[config.mk]
export PLATFORM = sky130hd
export DESIGN_NAME = vram_uart_dump
export DESIGN_NICKNAME = d
export VERILOG_FILES = /design/src/rtl/vram_uart_dump.sv
export SDC_FILE = /design/constraint.sdc
export NUM_CORES = 1
export LEC_CHECK = 0
export CAP_MARGIN = 15
export CORE_MARGIN = 8
export CORE_UTILIZATION = 25
export CTS_CLUSTER_SIZE = 28
export DETAILED_ROUTE_END_ITERATION = 12
export DONT_BUFFER_PORTS = 1
export PLACE_DENSITY = 0.52
export RECOVER_POWER = 50
export SETUP_SLACK_MARGIN = 0.5
export SYNTH_ARGS = -nofsm -noshare
export SYNTH_HDL_FRONTEND = slang
export SYNTH_SLANG_ARGS = --single-unit
[constraint.sdc]
create_clock -name clk -period 1.9 [get_ports clk]
set_input_delay 0.095 -clock clk [delete_from_list [all_inputs] [get_ports clk]]
set_output_delay 0.095 -clock clk [all_outputs]
set_load 0.02 [all_outputs]
[src/rtl/vram_uart_dump.sv]
// vram_uart_dump: reads rows of the character buffer through a spare RAM read
// port and streams them to a UART byte interface. Trailing blanks are trimmed,
// non-printables are shown as '.', and every row ends with CR LF.
module vram_uart_dump #(
  parameter int COLS = 80,
  parameter int ROWS = 30
) (
  input  logic        clk,
  input  logic        rst_n,
  input  logic        start,
  input  logic [4:0]  start_row,
  input  logic [5:0]  num_rows,
  output logic        rd_en,
  output logic [11:0] rd_addr,
  input  logic [7:0]  rd_data,
  output logic [7:0]  tx_data,
  output logic        tx_valid,
  input  logic        tx_ready,
  output logic        busy,
  output logic        done
);

  localparam logic [7:0] COLS_L  = 8'(COLS);
  localparam logic [5:0] ROWS_L  = 6'(ROWS);
  localparam logic [4:0] ROW_MAX = 5'(ROWS - 1);

  typedef enum logic [2:0] {
    S_IDLE, S_SCAN, S_FETCH, S_SEND, S_CR, S_LF, S_NEXT, S_DONE
  } state_t;

  state_t      state, state_nxt;
  logic [4:0]  row;
  logic [5:0]  left;
  logic [5:0]  left_init;
  logic [6:0]  col;
  logic [7:0]  last, last_nxt;
  logic [7:0]  scan_cnt;
  logic        first_p1;
  logic [7:0]  hold_p1;

  function automatic logic is_blank(input logic [7:0] c);
    return (c == 8'h00) || (c == 8'h20);
  endfunction

  function automatic logic [7:0] map_byte(input logic [7:0] c);
    if (c == 8'h00)                      return 8'h20;
    else if (c >= 8'h20 && c <= 8'h7E)   return c;
    else                                 return 8'h2E;
  endfunction

  assign left_init = (num_rows > ROWS_L) ? ROWS_L : num_rows;

  // Running position of the last non-blank column seen while scanning.
  // Data for column scan_cnt-1 arrives while scan_cnt is being held.
  always_comb begin
    last_nxt = last;
    if (state == S_SCAN && scan_cnt != 8'd0 && !is_blank(rd_data))
      last_nxt = scan_cnt;
  end

  // State register.
  always_ff @(posedge clk or negedge rst_n) begin
    if (!rst_n) state <= S_IDLE;
    else        state <= state_nxt;
  end

  // Next-state logic.
  always_comb begin
    state_nxt = state;
    case (state)
      S_IDLE:  if (start) state_nxt = (left_init == 6'd0) ? S_NEXT : S_SCAN;
      S_SCAN:  if (scan_cnt == COLS_L) state_nxt = (last_nxt == 8'd0) ? S_CR : S_FETCH;
      S_FETCH: state_nxt = S_SEND;
      S_SEND:  if (tx_ready) state_nxt = (({1'b0, col} + 8'd1) == last) ? S_CR : S_FETCH;
      S_CR:    if (tx_ready) state_nxt = S_LF;
      S_LF:    if (tx_ready) state_nxt = S_NEXT;
      // An empty request also passes through NEXT so done lands two cycles
      // after acceptance; left saturates at zero there.
      S_NEXT:  state_nxt = (left <= 6'd1) ? S_DONE : S_SCAN;
      S_DONE:  state_nxt = S_IDLE;
      default: state_nxt = S_IDLE;
    endcase
  end

  // Row, column and scan bookkeeping.
  always_ff @(posedge clk or negedge rst_n) begin
    if (!rst_n) begin
      row      <= 5'd0;
      left     <= 6'd0;
      col      <= 7'd0;
      last     <= 8'd0;
      scan_cnt <= 8'd0;
      first_p1 <= 1'b0;
    end else begin
      case (state)
        S_IDLE: if (start) begin
          row      <= start_row;
          left     <= left_init;
          scan_cnt <= 8'd0;
          last     <= 8'd0;
        end
        S_SCAN: begin
          scan_cnt <= scan_cnt + 8'd1;
          last     <= last_nxt;
          if (scan_cnt == COLS_L) col <= 7'd0;
        end
        S_FETCH: first_p1 <= 1'b1;
        S_SEND: begin
          first_p1 <= 1'b0;
          if (tx_ready) col <= col + 7'd1;
        end
        S_NEXT: begin
          left     <= (left == 6'd0) ? 6'd0 : left - 6'd1;
          row      <= (row == ROW_MAX) ? 5'd0 : row + 5'd1;
          scan_cnt <= 8'd0;
          last     <= 8'd0;
        end
        default: ;
      endcase
    end
  end

  // Capture the mapped byte on the cycle its read data returns.
  always_ff @(posedge clk) begin
    if (state == S_SEND && first_p1) hold_p1 <= map_byte(rd_data);
  end

  // Output decode from state.
  always_comb begin
    rd_en    = 1'b0;
    rd_addr  = 12'd0;
    tx_valid = 1'b0;
    tx_data  = 8'h00;
    busy     = (state != S_IDLE) && (state != S_DONE);
    done     = (state == S_DONE);
    case (state)
      S_SCAN: if (scan_cnt < COLS_L) begin
        rd_en   = 1'b1;
        rd_addr = {row, scan_cnt[6:0]};
      end
      S_FETCH: begin
        rd_en   = 1'b1;
        rd_addr = {row, col};
      end
      S_SEND: begin
        tx_valid = 1'b1;
        tx_data  = first_p1 ? map_byte(rd_data) : hold_p1;
      end
      S_CR: begin
        tx_valid = 1'b1;
        tx_data  = 8'h0D;
      end
      S_LF: begin
        tx_valid = 1'b1;
        tx_data  = 8'h0A;
      end
      default: ;
    endcase
  end

endmodule

; ---- After elaboration in Yosys (flattened, before gate mapping)
; Cells that the tools add are included.
[classes]
n_div = 0
n_eq_ne = 17
n_lt_le_gt_ge = 5
shifts = 0
muxes = 34
bitwise = 0
mul = 0
n_addsub = 5
reduce_logical = 23
[ops]
columns = cell, count
row1 = 8-bit case mux with 3 select lines, 3
row2 = 8-bit two-way mux, 5
row3 = 3-bit two-way mux, 9
row4 = 12-bit case mux with 2 select lines, 1
row5 = 3-bit case mux with 8 select lines, 1
row6 = 6-bit two-way mux, 3
row7 = 8-bit zero test, 2
row8 = 7-bit two-way mux, 2
row9 = 7-bit case mux with 2 select lines, 1
row10 = 3-bit equality test (second input constant), 4
row11 = 6-bit zero test, 2
row12 = 12-bit two-way mux, 1
row13 = 6-bit case mux with 2 select lines, 1
row14 = 5-bit two-way mux, 2
row15 = 5-bit case mux with 2 select lines, 1
row16 = 7-bit by 1-bit adder with 8-bit output (second input constant), 1
row17 = 8-bit by 1-bit adder with 8-bit output (second input constant), 1
row18 = 8-bit by 6-bit equality test with 1-bit output (second input constant), 1
row19 = 8-bit by 7-bit equality test with 1-bit output (second input constant), 1
row20 = 8-bit equality test, 1
row21 = 8-bit by 6-bit >= comparator with 1-bit output (second input constant), 1
row22 = 8-bit by 7-bit <= comparator with 1-bit output (second input constant), 1
row23 = 8-bit by 7-bit less-than comparator with 1-bit output (second input constant), 1
row24 = 2-bit inequality test (second input constant), 4
row25 = 23 further kinds, 34
[word_totals]
mem_bits_rw = 0
latch_bits = 0
memories = 0
reg_bits = 46
in_bits = 23
mem_bits_ro = 0
elab_cells = 92

; ---- Depth between registers and ports, before layout
[logic_depth]
word_depth = 9
depth_mapped = 9

; ---- Least setup slack after synthesis
; No wires, ideal clock.
[synth_path]
path_type = reg-to-reg
from = register col[0]
to = register state[1]
setup_slack_ps = -177
path_buffers = 0
stages_incl_launch_ff = 8
arrival_ps = 1940
setup_time_ps = 137
required_ps = 1763
cell_sequence = dfrtp_1 > ha_1 > and3_4 > nand3_1 > xnor2_1 > or4_1 > o32ai_1 > a21oi_1
[synth_via]
elab_chain_len = 5
[synth_rtl]
columns = item, line_no
row1 = from (decl), 35  ; logic [6:0] col;
row2 = from (signal assigned), 110  ; if (tx_ready) col <= col + 7'd1;
row3 = 7-bit by 1-bit adder with 8-bit output, 74  ; S_SEND: if (tx_ready) state_nxt = (({1'b0, col} + 8'd1) == last) ? S_CR : S_FETCH;
row4 = 8-bit equality test, 74
row5 = 3-bit two-way mux (2 in a row), 74
row6 = 3-bit case mux with 8 select lines, 70  ; case (state)
row7 = to (signal assigned), 64  ; else state <= state_nxt;
row8 = to (decl), 31  ; state_t state, state_nxt;
; Every way passes these cells. The select of a mux whose other input is x is not followed.
; A chain may end at the register's enable or synchronous reset.

; ---- Final worst setup path
[layout_path]
from = register state[1]
to = register state[2]
[layout_via]
elab_chain_len = 8
elab_cells_between_ends = 21
[layout_rtl]
columns = item, line_no
row1 = 3-bit by 1-bit equality test with 1-bit output, "57, 70"
row2 = 1-bit logical AND (2 in a row), 57  ; if (state == S_SCAN && scan_cnt != 8'd0 && !is_blank(rd_data))
row3 = 8-bit two-way mux, 57
row4 = 8-bit zero test, 72  ; S_SCAN: if (scan_cnt == COLS_L) state_nxt = (last_nxt == 8'd0) ? S_CR : S_FETCH;
row5 = 3-bit two-way mux (2 in a row), 72
row6 = 3-bit case mux with 8 select lines, 70
; Several ways; a longest one is shown, not always the timed one. The select of a mux whose other input is x is not followed.

==> out/summary.txt <==
Worst hold margin -> -0.00371 ns
Syn Std Cell Area -> 0.00303 mm2
Reg clk slew, reported paths -> 0.06 ns
CP top delay family -> simple AND/OR/NAND/NOR gates
Initial antenna violation count -> 0
Cells after Synth -> 356
Core Box Area -> 0.0119 mm2
Antenna viol nets, final -> 0
Clk_skew -> 0.00579 ns
Post-DP HPWL -> 6.87 mm
Max-cap viol count -> 0
Total CTS buffers -> 5
Clock Power Share -> 45.2%
Initial Utilization -> 25.5%
Layout area overhead -> 66.3%
RSZ-0062 raised after global routing -> true
Max frequency -> 515 MHz
Nets@finish -> 486
Fraction of registers with async set/reset -> 82.6%
PnR worst setup slack -> -0.0419 ns
Final hold vios -> 1
Critical Path Start Type -> flip-flop
#FFs+latches synth -> 46
Fin crit period -> 1.94 ns
Worst Tran Pin Value -> 1.05 ns
Filler instances -> 1127
Gpl congestion -> 0.812
Failing checks -> hold timing, setup timing
Switching pwr -> 413 uW
Total track usage -> 11.9%
Antenna diodes -> 0
Yosys warns -> 0
PD cells -> 388 mW/mm2
Ranking of synthesized cells by area -> dfrtp_1, edfxtp_1, o21ai_0
H-tree levels -> 2
Syn avg cell area -> 8.52 um2
Critical path's slowest cell -> or3b_4
Starting DRT DRC Count -> 162
Utilization of the core after routing -> 42.4%
Detailed Routing Iterations Pass 1 -> 4
Top-area cell type share of the netlist area -> 31.4%
Vias in the first global route -> 2988
Power Internal -> 1.54 mW
Final Max Slew Viols -> 0
Rel. slew slack -> 29.8%
Main synth FF type -> dfrtp_1
Total congestion overflow -> 0
Largest net degree at the start of global routing -> 39
Worst-Skew Late Latency -> 0.28 ns
DIE HEIGHT -> 126 um
# rows -> 40
CTS Buffer Depth -> 2
Sw frac -> 21.1%
CP cell instances -> or3b_4 -> buf_6 -> a21oi_4 -> a21oi_1 -> o221ai_1 -> a311oi_1 -> or2_1
Synth area leader -> dfrtp_1
Number of flops mapped to enable cells by yosys -> 8
Crit path arrival time -> 2.11 ns
Flop pwr share -> 51.4%
Via-per-instance ratio -> 5.28
First-pass GRT wire length -> 15.5 mm
Worst path max stage delay -> 0.44 ns
Crit path required time -> 2.07 ns
Routed len/inst -> 18.1 um
Syn_nets -> 386
Tcrit/Tclk final -> 102%
Chip width -> 126 um
WP buf/inv -> 1
VDD IR max -> 376 uV
Post-route DRC -> 0
Sum Neg Setup Slack -> -0.190 ns
Worst setup EP type -> flip-flop
Number of unique standard cell types used by synthesis -> 61
R2R setup slack -> -0.04 ns
Via count -> 3192
# IOs -> 47
P_leak -> 1.95 nW
Die area -> 0.0159 mm2
Sequential-to-total area share from yosys stat -> 39.3%
Clock Sinks -> 46
Routed WL -> 10.9 mm
Fraction of layout cells with a size suffix above 1 -> 51.2%
CTS tree -> done
Root Driver -> clkbuf_16
Status -> complete, but fails checks
Crit Path Max Fanout -> 4
PortBufs -> 0
Hold Crit Class -> primary input to flip-flop
# setup viols final -> 11
Comb pwr share -> 3.4%
CP Class -> flip-flop to flip-flop
-- final timing paths --
check                                       end            startpoint  cells past startpoint
min in group asynchronous    row[3]$_DFFE_PN0P_                 rst_n                      2
max                        state[2]$_DFFE_PN0P_  state[1]$_DFFE_PN0P_                      7
min reg2reg                 left[3]$_DFFE_PN0P_   left[3]$_DFFE_PN0P_                      1
min                          row[4]$_DFFE_PN0P_          start_row[4]                      2
max in group asynchronous    col[0]$_DFFE_PN0P_                 rst_n                      2
max reg2reg                state[2]$_DFFE_PN0P_  state[1]$_DFFE_PN0P_                      7
-- stage by stage --
| step | instances | power (mW) | hold slack (ns) | instance area (um2) | worst slack, ns |
|---|---|---|---|---|---|
| global placement | 538 | 1.06 | -0.199 | 3740 | -0.0895 |
| global route | 604 | 2.03 | 0.0121 | 5040 | -0.124 |
| finish | 604 | 1.96 | -0.00371 | 5040 | -0.0419 |
| detailed placement | 538 | 1.06 | -0.199 | 3740 | -0.161 |
| floorplan | 356 | 1.05 | -0.201 | 3280 | -0.00359 |
| CTS | 573 | 1.97 | 0.0142 | 4300 | 0.00290 |
-- registers in the layout, summed over array words and instances, names as in the netlist --
register  count
first_p1      1
col           7
state         3
left          6
scan_cnt      8
hold_p1       8
row           5
last          8
-- synth_stat cells, types with 2 or more instances --
| cell | instances |
|---|---|
| o21ai_0 | 39 |
| dfrtp_1 | 38 |
| nor2_1 | 38 |
| nand2_1 | 36 |
| a22o_1 | 16 |
| a21oi_1 | 14 |
| nand3_1 | 12 |
| clkbuf_1 | 11 |
| inv_1 | 11 |
| nor3_1 | 11 |
| edfxtp_1 | 8 |
| ha_1 | 7 |
| nor2b_1 | 7 |
| nor4_1 | 7 |
| o31ai_1 | 7 |
| nand2b_1 | 6 |
| xor2_1 | 6 |
| a21o_1 | 5 |
| buf_2 | 5 |
| and2_1 | 4 |
| buf_6 | 4 |
| nand4_1 | 4 |
| nor3b_1 | 4 |
| xnor2_1 | 4 |
| a211oi_1 | 3 |
| and3_1 | 3 |
| mux2i_1 | 3 |
| o211ai_1 | 3 |
| a221oi_1 | 2 |
| nand4b_1 | 2 |
| o21ai_2 | 2 |
| o22ai_1 | 2 |
| o32ai_1 | 2 |
| or3_1 | 2 |
| or4_1 | 2 |
-- worst register-to-register path: stages (launching register included) --
cell and delay (ns):
dfrtp_1 0.40, or3b_4 0.44, buf_6 0.15, a21oi_4 0.16, a21oi_1 0.11, o221ai_1 0.20, a311oi_1 0.12, or2_1 0.22
-- layer usage --
metal  vias to the layer above  part of all wire, %  track usage, %
met5                         -                    0               0
met4                         0                  1.4            3.26
met3                        18                  4.5            2.11
met2                        74                   53            20.4
met1                      1586                   42            15.0
li1                       1514                    -               -
-- timing repair --
action	in CTS	in global routing
resized for setup	60	134
hold buffers	3	1
hold endpoints to repair	39	1
setup buffers	23	29
pin swaps	25	20
endpoints found under the setup margin	68	69
cloned	1	1
-- power groups by stage --
stage | Sequential [mW] | Combinational [mW] | Clock, mW
detailed placement | 1.03 | 0.0357 | 0
CTS | 1.01 | 0.0642 | 0.905
finish | 1.01 | 0.0656 | 0.885
floorplan | 1.03 | 0.0250 | 0
global placement | 1.03 | 0.0340 | 0
global route | 1.01 | 0.0743 | 0.947
-- layout by cell type (no fill, tap or decap), types with 5 or more instances in the layout --
cell type,instances
nor3_1,5
a22o_4,6
o21ai_2,15
buf_4,61
edfxtp_1,8
nor2_1,27
clkbuf_16,5
nand2_1,25
inv_2,5
a21oi_1,8
nand2_2,5
nand3_1,6
nor2_4,11
nor4_1,5
buf_6,40
dfrtp_1,34
o21ai_1,17
xor2_1,5
o21ai_0,6
nand3_2,6
a22o_1,11
-- cell families after synthesis --
group / synth area share, %
simple gates: 24.9
compound gates: 23.4
flops: 39.3
buf+inv: 5.16
xor+xnor: 2.89
fa+ha+maj: 3.22
mux: 0.990
other cells: 0.124
-- final cells by class --
class / count / area [um2] / area share (%)
repair buffers: 114 / 1090 / 21.6
well taps: 147 / 184 / 3.65
clock inverters: 2 / 7.51 / 0.149
multi-input cells: 278 / 2380 / 47.2
inverters: 11 / 50.0 / 0.992
flip-flops and latches: 46 / 1200 / 23.7
clock buffers: 6 / 139 / 2.75
Note: power is estimated with default switching activity, not from simulation.
